$ cat config.mk
export PLATFORM = sky130hd
export DESIGN_NAME = esm_uart_rx
export DESIGN_NICKNAME = d
export VERILOG_FILES = /design/src/rtl/esm_uart_pkg.sv /design/src/rtl/esm_sync_fifo.sv /design/src/rtl/esm_uart_rx.sv
export SDC_FILE = /design/constraint.sdc
export NUM_CORES = 1
export LEC_CHECK = 0
export ABC_AREA = 1
export CAP_MARGIN = 20
export CORE_UTILIZATION = 25
export CTS_BUF_LIST = sky130_fd_sc_hd__clkbuf_8
export DETAILED_ROUTE_END_ITERATION = 10
export PLACE_DENSITY = 0.49
export RECOVER_POWER = 25
export SLEW_MARGIN = 10
export SYNTH_ARGS = -nofsm -noshare
export SYNTH_HDL_FRONTEND = slang
export SYNTH_SLANG_ARGS = --single-unit
$ cat constraint.sdc
create_clock -name clk -period 2.32 [get_ports clk]
set_input_delay 0.464 -clock clk [delete_from_list [all_inputs] [get_ports clk]]
set_output_delay 0.464 -clock clk [all_outputs]
set_load 0.05 [all_outputs]
$ cat src/rtl/esm_uart_pkg.sv
// Shared definitions for the ESM UART receiver: FSM state encoding and the
// oversampling tick divider calculation.
package esm_uart_pkg;

    typedef logic [2:0] uart_state_t;

    localparam uart_state_t ST_IDLE   = 3'd0;
    localparam uart_state_t ST_START  = 3'd1;
    localparam uart_state_t ST_DATA   = 3'd2;
    localparam uart_state_t ST_PARITY = 3'd3;
    localparam uart_state_t ST_STOP   = 3'd4;
    localparam uart_state_t ST_BREAK  = 3'd5;

    // Clocks per oversampling tick, rounded to nearest, never below 1.
    function automatic int calc_div(input longint clk_hz, input longint baud,
                                    input longint oversample);
        longint den;
        longint q;
        den = baud * oversample;
        if (den < 1) den = 1;
        q = (clk_hz + den / 2) / den;
        if (q < 1) q = 1;
        return int'(q);
    endfunction

endpackage

$ cat src/rtl/esm_sync_fifo.sv
// First-word-fall-through synchronous FIFO with occupancy count; a write while
// full is accepted only when a read retires the head in the same cycle.
module esm_sync_fifo #(
    parameter int WIDTH = 8,
    parameter int DEPTH = 16,
    localparam int AW = $clog2(DEPTH),
    localparam int CW = AW + 1
) (
    input  logic             clk,
    input  logic             rst_n,
    input  logic             wr_en,
    input  logic [WIDTH-1:0] wr_data,
    output logic             full,
    input  logic             rd_en,
    output logic [WIDTH-1:0] rd_data,
    output logic             rd_valid,
    output logic [CW-1:0]    count
);

    logic [WIDTH-1:0] mem [DEPTH];
    logic [AW-1:0]    wr_ptr;
    logic [AW-1:0]    rd_ptr;
    logic [CW-1:0]    cnt;
    logic             empty;
    logic             do_wr;
    logic             do_rd;

    assign empty = (cnt == '0);
    assign full  = (cnt == CW'(DEPTH));
    assign do_rd = rd_en && !empty;
    assign do_wr = wr_en && (!full || do_rd);

    // Storage carries data only, so it is left out of reset.
    always_ff @(posedge clk) begin
        if (do_wr) mem[wr_ptr] <= wr_data;
    end

    always_ff @(posedge clk or negedge rst_n) begin
        if (!rst_n) begin
            wr_ptr <= '0;
            rd_ptr <= '0;
            cnt    <= '0;
        end else begin
            if (do_wr) wr_ptr <= wr_ptr + 1'b1;
            if (do_rd) rd_ptr <= rd_ptr + 1'b1;
            case ({do_wr, do_rd})
                2'b10:   cnt <= cnt + 1'b1;
                2'b01:   cnt <= cnt - 1'b1;
                default: cnt <= cnt;
            endcase
        end
    end

    assign rd_valid = !empty;
    assign rd_data  = empty ? '0 : mem[rd_ptr];
    assign count    = cnt;

endmodule

$ cat src/rtl/esm_uart_rx.sv
// Oversampling UART receiver feeding an FWFT FIFO, with sticky error flags.
// Define ESM_UART_PARITY_EN to add a parity bit after the data bits.
module esm_uart_rx
    import esm_uart_pkg::*;
#(
    parameter int CLK_HZ     = 100_000_000,
    parameter int BAUD       = 115200,
    parameter int OVERSAMPLE = 16,
    parameter int DATA_BITS  = 8,
    parameter int PARITY_ODD = 0,
    parameter int FIFO_DEPTH = 16,
    localparam int CW = $clog2(FIFO_DEPTH) + 1
) (
    input  logic                 clk,
    input  logic                 rst_n,
    input  logic                 rx_i,
    output logic [DATA_BITS-1:0] m_data,
    output logic                 m_valid,
    input  logic                 m_ready,
    output logic [CW-1:0]        fifo_count,
    output logic                 frame_err,
    output logic                 parity_err,
    output logic                 overrun,
    input  logic                 clr_err
);

    localparam int DIV = calc_div(CLK_HZ, BAUD, OVERSAMPLE);
    localparam int DW  = (DIV > 1) ? $clog2(DIV) : 1;
    localparam int TW  = $clog2(OVERSAMPLE);
    localparam int BW  = $clog2(DATA_BITS);

    logic                 rx_p0;
    logic                 rx_p1;
    logic [DW-1:0]        div_cnt;
    logic                 tick;
    uart_state_t          state;
    logic [TW-1:0]        tick_cnt;
    logic [TW-1:0]        tick_lim;
    logic                 sample;
    logic [BW-1:0]        bit_cnt;
    logic [DATA_BITS-1:0] shreg;
    logic                 par_bad;
    logic                 vld_p1;
    logic                 stop_sample;
    logic                 frame_evt;
    logic                 parity_evt;
    logic                 overrun_evt;
    logic                 fifo_full;

`ifdef ESM_UART_PARITY_EN
    localparam uart_state_t ST_AFTER_DATA = ST_PARITY;
    assign parity_evt = stop_sample && rx_p1 && par_bad;
`else
    localparam uart_state_t ST_AFTER_DATA = ST_STOP;
    assign parity_evt = 1'b0;
`endif

    // Stage p0/p1: two-flop synchroniser, idles high like the line.
    always_ff @(posedge clk or negedge rst_n) begin
        if (!rst_n) begin
            rx_p0 <= 1'b1;
            rx_p1 <= 1'b1;
        end else begin
            rx_p0 <= rx_i;
            rx_p1 <= rx_p0;
        end
    end

    always_ff @(posedge clk or negedge rst_n) begin
        if (!rst_n) div_cnt <= '0;
        else        div_cnt <= tick ? '0 : div_cnt + 1'b1;
    end

    assign tick     = (div_cnt == DW'(DIV - 1));
    assign tick_lim = (state == ST_START) ? TW'(OVERSAMPLE / 2 - 1) : TW'(OVERSAMPLE - 1);
    assign sample   = tick && (tick_cnt == tick_lim);

    always_ff @(posedge clk or negedge rst_n) begin
        if (!rst_n) begin
            state    <= ST_IDLE;
            tick_cnt <= '0;
            bit_cnt  <= '0;
            par_bad  <= 1'b0;
            vld_p1   <= 1'b0;
        end else begin
            vld_p1 <= 1'b0;
            if (tick) tick_cnt <= sample ? '0 : tick_cnt + 1'b1;
            case (state)
                ST_IDLE: begin
                    if (!rx_p1) begin
                        state    <= ST_START;
                        tick_cnt <= '0;
                        bit_cnt  <= '0;
                        par_bad  <= 1'b0;
                    end
                end
                ST_START: begin
                    if (sample) state <= rx_p1 ? ST_IDLE : ST_DATA;
                end
                ST_DATA: begin
                    if (sample) begin
                        bit_cnt <= bit_cnt + 1'b1;
                        if (bit_cnt == BW'(DATA_BITS - 1)) state <= ST_AFTER_DATA;
                    end
                end
                ST_PARITY: begin
                    if (sample) begin
                        par_bad <= rx_p1 != ((^shreg) ^ (PARITY_ODD != 0));
                        state   <= ST_STOP;
                    end
                end
                ST_STOP: begin
                    if (sample) begin
                        vld_p1 <= rx_p1 && !par_bad;
                        state  <= rx_p1 ? ST_IDLE : ST_BREAK;
                    end
                end
                ST_BREAK: begin
                    if (rx_p1) state <= ST_IDLE;
                end
                default: state <= ST_IDLE;
            endcase
        end
    end

    // Shift register holds still from the last data sample until the push.
    always_ff @(posedge clk) begin
        if (state == ST_DATA && sample) shreg <= {rx_p1, shreg[DATA_BITS-1:1]};
    end

    assign stop_sample = (state == ST_STOP) && sample;
    assign frame_evt   = stop_sample && !rx_p1;
    assign overrun_evt = vld_p1 && fifo_full && !(m_valid && m_ready);

    // A new error event outranks a simultaneous clear.
    always_ff @(posedge clk or negedge rst_n) begin
        if (!rst_n) begin
            frame_err  <= 1'b0;
            parity_err <= 1'b0;
            overrun    <= 1'b0;
        end else begin
            frame_err  <= frame_evt   || (frame_err  && !clr_err);
            parity_err <= parity_evt  || (parity_err && !clr_err);
            overrun    <= overrun_evt || (overrun    && !clr_err);
        end
    end

    esm_sync_fifo #(
        .WIDTH (DATA_BITS),
        .DEPTH (FIFO_DEPTH)
    ) u_fifo (
        .clk      (clk),
        .rst_n    (rst_n),
        .wr_en    (vld_p1),
        .wr_data  (shreg),
        .full     (fifo_full),
        .rd_en    (m_ready),
        .rd_data  (m_data),
        .rd_valid (m_valid),
        .count    (fifo_count)
    );

endmodule

Word level (Yosys, flattened, before mapping)
Memories as Yosys holds them, arrays and structs flattened.
Cells that the tools add are included.
{"block": "classes", "n_addsub": 7, "n_mul": 0, "div": 0, "order_cmp": 0, "eq_ne": 19, "n_shift": 0, "muxes": 28, "bitwise": 0, "n_reduce_logical": 30}
{"cell": "$mux 3", "count": 10}
{"cell": "$mux 4", "count": 5}
{"cell": "$pmux 3 s6", "count": 1}
{"cell": "$ne 2x2->1 const B", "count": 7}
{"cell": "$add 4x1->4 const B", "count": 3}
{"cell": "$logic_and 1x1->1", "count": 12}
{"cell": "$pmux 5 s2", "count": 1}
{"cell": "$eq 3x3->1 const B", "count": 3}
{"cell": "$mux 8", "count": 1}
{"cell": "$reduce_xor 8->1", "count": 1}
{"cell": "$reduce_and 7->1", "count": 1}
{"cell": "$add 6x1->6 const B", "count": 1}
{"cell": "$eq 3x2->1 const B", "count": 2}
{"cell": "$eq 6x6->1 const B", "count": 1}
{"cell": "$logic_not 1->1", "count": 6}
{"cell": "$mux 1", "count": 6}
{"cell": "$mux 6", "count": 1}
{"cell": "$pmux 3 s2", "count": 1}
{"cell": "$reduce_and 3->1", "count": 2}
{"cell": "$reduce_bool 2->1", "count": 3}
{"cell": "$add 5x1->5 const B", "count": 1}
{"cell": "$eq 5x5->1 const B", "count": 1}
{"cell": "$logic_not 5->1", "count": 1}
{"cell": "$sub 5x1->5 const B", "count": 1}
{"cell": "other kinds (10)", "count": 12}
{"block": "word_totals", "register_bits": 44, "latchBits": 0, "ramBits": 128, "romBits": 0, "in_bits": 5, "out_inout_bits": 17, "word_cells": 100, "memories": 1}
{"name": "u_fifo.mem", "words": 16, "width": 8, "read_ports": 1, "rd_clocked_by_memory_dff": 0, "wr": 1, "line": "esm_sync_fifo.sv:20", "text": "logic [WIDTH-1:0] mem [DEPTH];"}

Logic depth before layout (Yosys ltp)
{"block": "depth", "ltp_word": 8, "depth_mapped": 15, "depth_no_buf": 15}

Modules after synthesis
From an unflattened synthesis, not the netlist that was laid out.
{"block": "unflattened", "cells_unflattened": 703, "area_unflattened_um2": 7567.3}
{"module": "esm_sync_fifo", "n_inst": 1, "cells_per_inst": 526, "area_per_inst_um2": 6023.3, "seq_area_each_um2": 4169.0}
{"module": "esm_uart_rx", "n_inst": 1, "cells_per_inst": 177, "area_per_inst_um2": 1544.0, "seq_area_each_um2": 818.3}

Worst setup path before layout
No wires, ideal clock.
{"block": "synth_timing", "path_kind": "register to output", "from": "register u_fifo.cnt[2], in the netlist u_fifo.count[2]", "to": "output m_data[0]", "arrival_ps": 2061, "required_time_ps": 1856, "path_slack_ps": -205, "path_stages_with_launch": 5, "n_path_buf": 0, "cell_sequence": "dfrtp_1 -> nor2_1 -> nand3_2 -> inv_1 -> a21oi_1"}
{"block": "synth_between", "elab_chain_cells": 2}
{"element": "start, declared", "line": "esm_sync_fifo.sv:23", "text": "logic [CW-1:0] cnt;"}
{"element": "start signal, assigned", "line": "esm_sync_fifo.sv:47", "text": "2'b10: cnt <= cnt + 1'b1;"}
{"element": "start signal, assigned", "line": "esm_sync_fifo.sv:48", "text": "2'b01: cnt <= cnt - 1'b1;"}
{"element": "start signal, assigned", "line": "esm_sync_fifo.sv:49", "text": "default: cnt <= cnt;"}
{"element": "$logic_not 5->1", "line": "esm_sync_fifo.sv:28", "text": "assign empty = (cnt == '0);"}
{"element": "$mux 8", "line": "esm_sync_fifo.sv:55", "text": "assign rd_data = empty ? '0 : mem[rd_ptr];"}
{"element": "end, declared", "line": "esm_uart_rx.sv:17", "text": "output logic [DATA_BITS-1:0] m_data,"}
Every way passes these cells.

Worst setup path after layout
{"block": "layout_timing", "from": "register u_fifo.rd_ptr[0]", "to": "output m_data[6]"}
{"block": "layout_between", "elab_chain_cells": 2}
{"element": "start, declared", "line": "esm_sync_fifo.sv:22", "text": "logic [AW-1:0] rd_ptr;"}
{"element": "start signal, assigned", "line": "esm_sync_fifo.sv:45", "text": "if (do_rd) rd_ptr <= rd_ptr + 1'b1;"}
{"element": "$mem_v2 16x8"}
{"element": "$mux 8", "line": "esm_sync_fifo.sv:55"}
Every way passes these cells.

==> key figures <==
Timing
  – RSZ-0062 raised after global routing: yes
  – Worst-margin pin slew: 0.976 ns
  – Setup TNS: -2.32 ns
  – Setup-failing EPs final: 8
  – Final Max Tran Viols: 0
  – Final Skew: 0.0221 ns
  – Worst slew margin: 0.349
  – Post-route minimum period: approximately 2.7 ns
  – Crit share post-route: 1.15
  – Fmax achieved: 374 MHz
  – Fin. Hold Viols: 0
  – Worst hold slack: 0.379 ns
  – Setup slack after layout: -0.351 ns

Power and ir drop
  – Net Switching: between 4 and 5 mW
  – Leak: 3.36 nW
  – Power density cells: 1190 mW/mm^2
  – Clk network pwr share: 0.204
  – Worst VDD drop: slightly above 0.6 mV
  – Tot Pwr: approximately 11 mW
  – Internal power: around 6.8 mW
  – Sequential power share: 0.315
  – Switching Share: 0.386
  – Comb power frac: 0.481

Routing
  – DRC: 0
  – Routed len/inst: about 17 microns
  – ANT nets after route: 0
  – Vias per inst: 4.52
  – Drt pass-1 iters: 5
  – Total wire length: between 15000 and 20000 microns
  – Initial drt markers: 324
  – Vias: 4913

Cells and area
  – Final instance area: 0.00928 sq mm
  – Share of layout cells above drive strength 1: 0.207
  – Area grow syn2layout: 27.5%
  – Nets@finish: 708
  – Number of fill cells: 2951
  – # diodes: 0
  – Final Non-Filler Cells: 1088
  – Layout Utilization: 0.323

Placed design
  – Buffers on Ports: 21
  – Dpl cells: ~1000
  – Placed cell area: 0.00835 sq mm
  – Pre-CTS WS: 0.0248 ns
  – Hpwl dp: 11000 microns
  – Routability congestion estimate: between 0.7 and 0.8

Floorplanning
  – Die area: 0.0298 sq mm
  – Die X: roughly 170 microns
  – Initial core utilization: 0.253
  – Core box area: 0.0287 sq mm
  – Die Span Y: roughly 170 microns
  – Site Rows: 62
  – I/O pins: 22

Clock tree
  – H-Tree Depth: 4
  – CTS buffer count: 17
  – CTS clk-pin slew, worst paths: ~0.1 ns
  – CTS tree: built
  – Clock sink total: 172
  – Worst-skew pair later-pin latency: around 0.47 ns
  – Clock root cell: clkbuf_8
  – Deepest clock path buffer count: 2

GRT
  – Number of global-route vias before repair: a little under 5000
  – Overall global routing resource usage: 0.124
  – First-pass GRT wire length: 28000 microns
  – Initial antenna violation count: 0
  – GRT overflow: 0
  – Largest net degree at the start of global routing: 37

Synthesis
  – Cell variety after synth: 36
  – Main synth FF type: edfxtp_1
  – Seq/Total Area, Yosys: 0.685
  – Syn Area/Cell: 11.9 sq um
  – Syn_nets: 630
  – Leading area contributor after synthesis: edfxtp_1
  – Cell Area, Synth: 0.00728 sq mm
  – Top cells by instance count after synthesis: edfxtp_1 (136), nor2_1 (113), o21ai_0 (78)
  – Syn. warnings: 0
  – Top cells by area, synth: edfxtp_1 (56%), dfrtp_1 (12%), nor2_1 (5.8%)
  – Most common cell in the synthesized netlist: edfxtp_1
  – Post-synthesis register bit count: 172
  – Post-synth EDFFs: roughly 140
  – Cells after Synth: 613
  – Ys async rst share: 0.209
  – Top-area cell type share of the netlist area: 0.561

Outcome
  – Failing checks: setup timing
  – Status: finished with violations

Critical path
  – Crit Path Category: register to primary output
  – Crit path DAT: 2.21 ns
  – CP Capture Type: primary output
  – Critical Path Source Type: register
  – Reg2reg path depth: 9
  – CP Max Fanout: 6
  – R2r setup slk: about 0.28 ns
  – CP Data Required Time: roughly 1.9 ns

Hold path
  – Hold WC Path Type: register to register
  – WHS Path Cells: 0

Run
  – Max cap viols: 0
[worst paths after layout]
| check | start | to |
|---|---|---|
| max in group asynchronous | rst_n | u_fifo.rd_ptr[0] |
| max | u_fifo.rd_ptr[0] | m_data[6] |
| min reg2reg | rx_p0 | rx_p1 |
| min | rx_p0 | rx_p1 |
| min in group asynchronous | rst_n | state[2] |
| max reg2reg | shreg[0] | par_bad |
[layer usage]
layer | vias up | wire length, microns | GRT usage
met4 | 0 | 212 | 0.0368
met5 | - | 0 | 0
met2 | 134 | 8610 | 0.192
met1 | 2410 | 8700 | 0.171
met3 | 16 | 917 | 0.0281
li1 | 2353 | - | -
[timing repair]
action / in CTS / in global routing
resized for setup: 28 / 50
hold endpoints to repair: 34 / 0
buffers inserted: 7 / 3
hold buffers: 1 / 0
setup endpoints to repair: 9 / 8
gates cloned: 6 / 5
pin swaps: 20 / 38
[flip-flops by register name, indices dropped and copies added, names as in the netlist, 4 cells and up]
signal and flops:
div_cnt 6, u_fifo.wr_ptr 4, tick_cnt 4, u_fifo.count 5
shreg 8, u_fifo.rd_ptr 4, u_fifo.mem 128
[cell families after synthesis]
family                     Yosys count  share of synthesized area
adders and majority gates           12                     0.0206
and+or+nand+nor                    215                      0.132
AOI/OAI and AO/OA                  132                      0.107
xor gates and xnor gates            16                     0.0203
buffers and inverters               66                     0.0351
DFF                                172                      0.685
[layout by cell type (no fill, tap or decap), types with 5 or more instances in the layout]
cell	count
clkbuf_16	5
a21oi_1	6
buf_6	6
buf_4	30
xnor2_1	5
dfrtp_1	33
nand3_1	30
o21ai_1	21
nand4_1	7
o22ai_1	8
clkdlybuf4s50_1	9
a21oi_2	7
o221ai_1	10
buf_12	19
nor2_1	111
xor2_1	10
inv_1	38
clkbuf_8	17
nand2_1	50
edfxtp_1	136
o21ai_0	54
clkbuf_1	6
ha_1	12
o221ai_2	12
[critical path, cell delays in order (launching register included)]
cell and delay, ns:
dfrtp_2 0.45, buf_6 0.15, buf_12 0.12, o21ai_0 0.08, o221ai_1 0.31, nand3_1 0.19
a21oi_2 0.27, buf_12 0.17
[power by group through the flow]
stage / registers [mW] / logic (mW) / clock network, mW
after floorplan: 3.66 / 2.16 / 0
final: 3.48 / 5.32 / 2.25
after detailed placement: 3.54 / 4.16 / 0
after CTS: 3.48 / 4.94 / 2.31
after global routing: 3.49 / 5.66 / 2.43
after global placement: 3.54 / 4.14 / 0
[area by class of cell]
type                            instances  area, sq um  area share
Sequential cell                       172         4990       0.538
Multi-Input combinational cell        375         2210       0.238
Timing Repair Buffer                   83         1010       0.109
Tap cell                              384          480      0.0518
Clock buffer                           17          234      0.0252
Clock inverter                         15          190      0.0205
Inverter                               42          163      0.0175
Power figures use the tool's default switching activity.
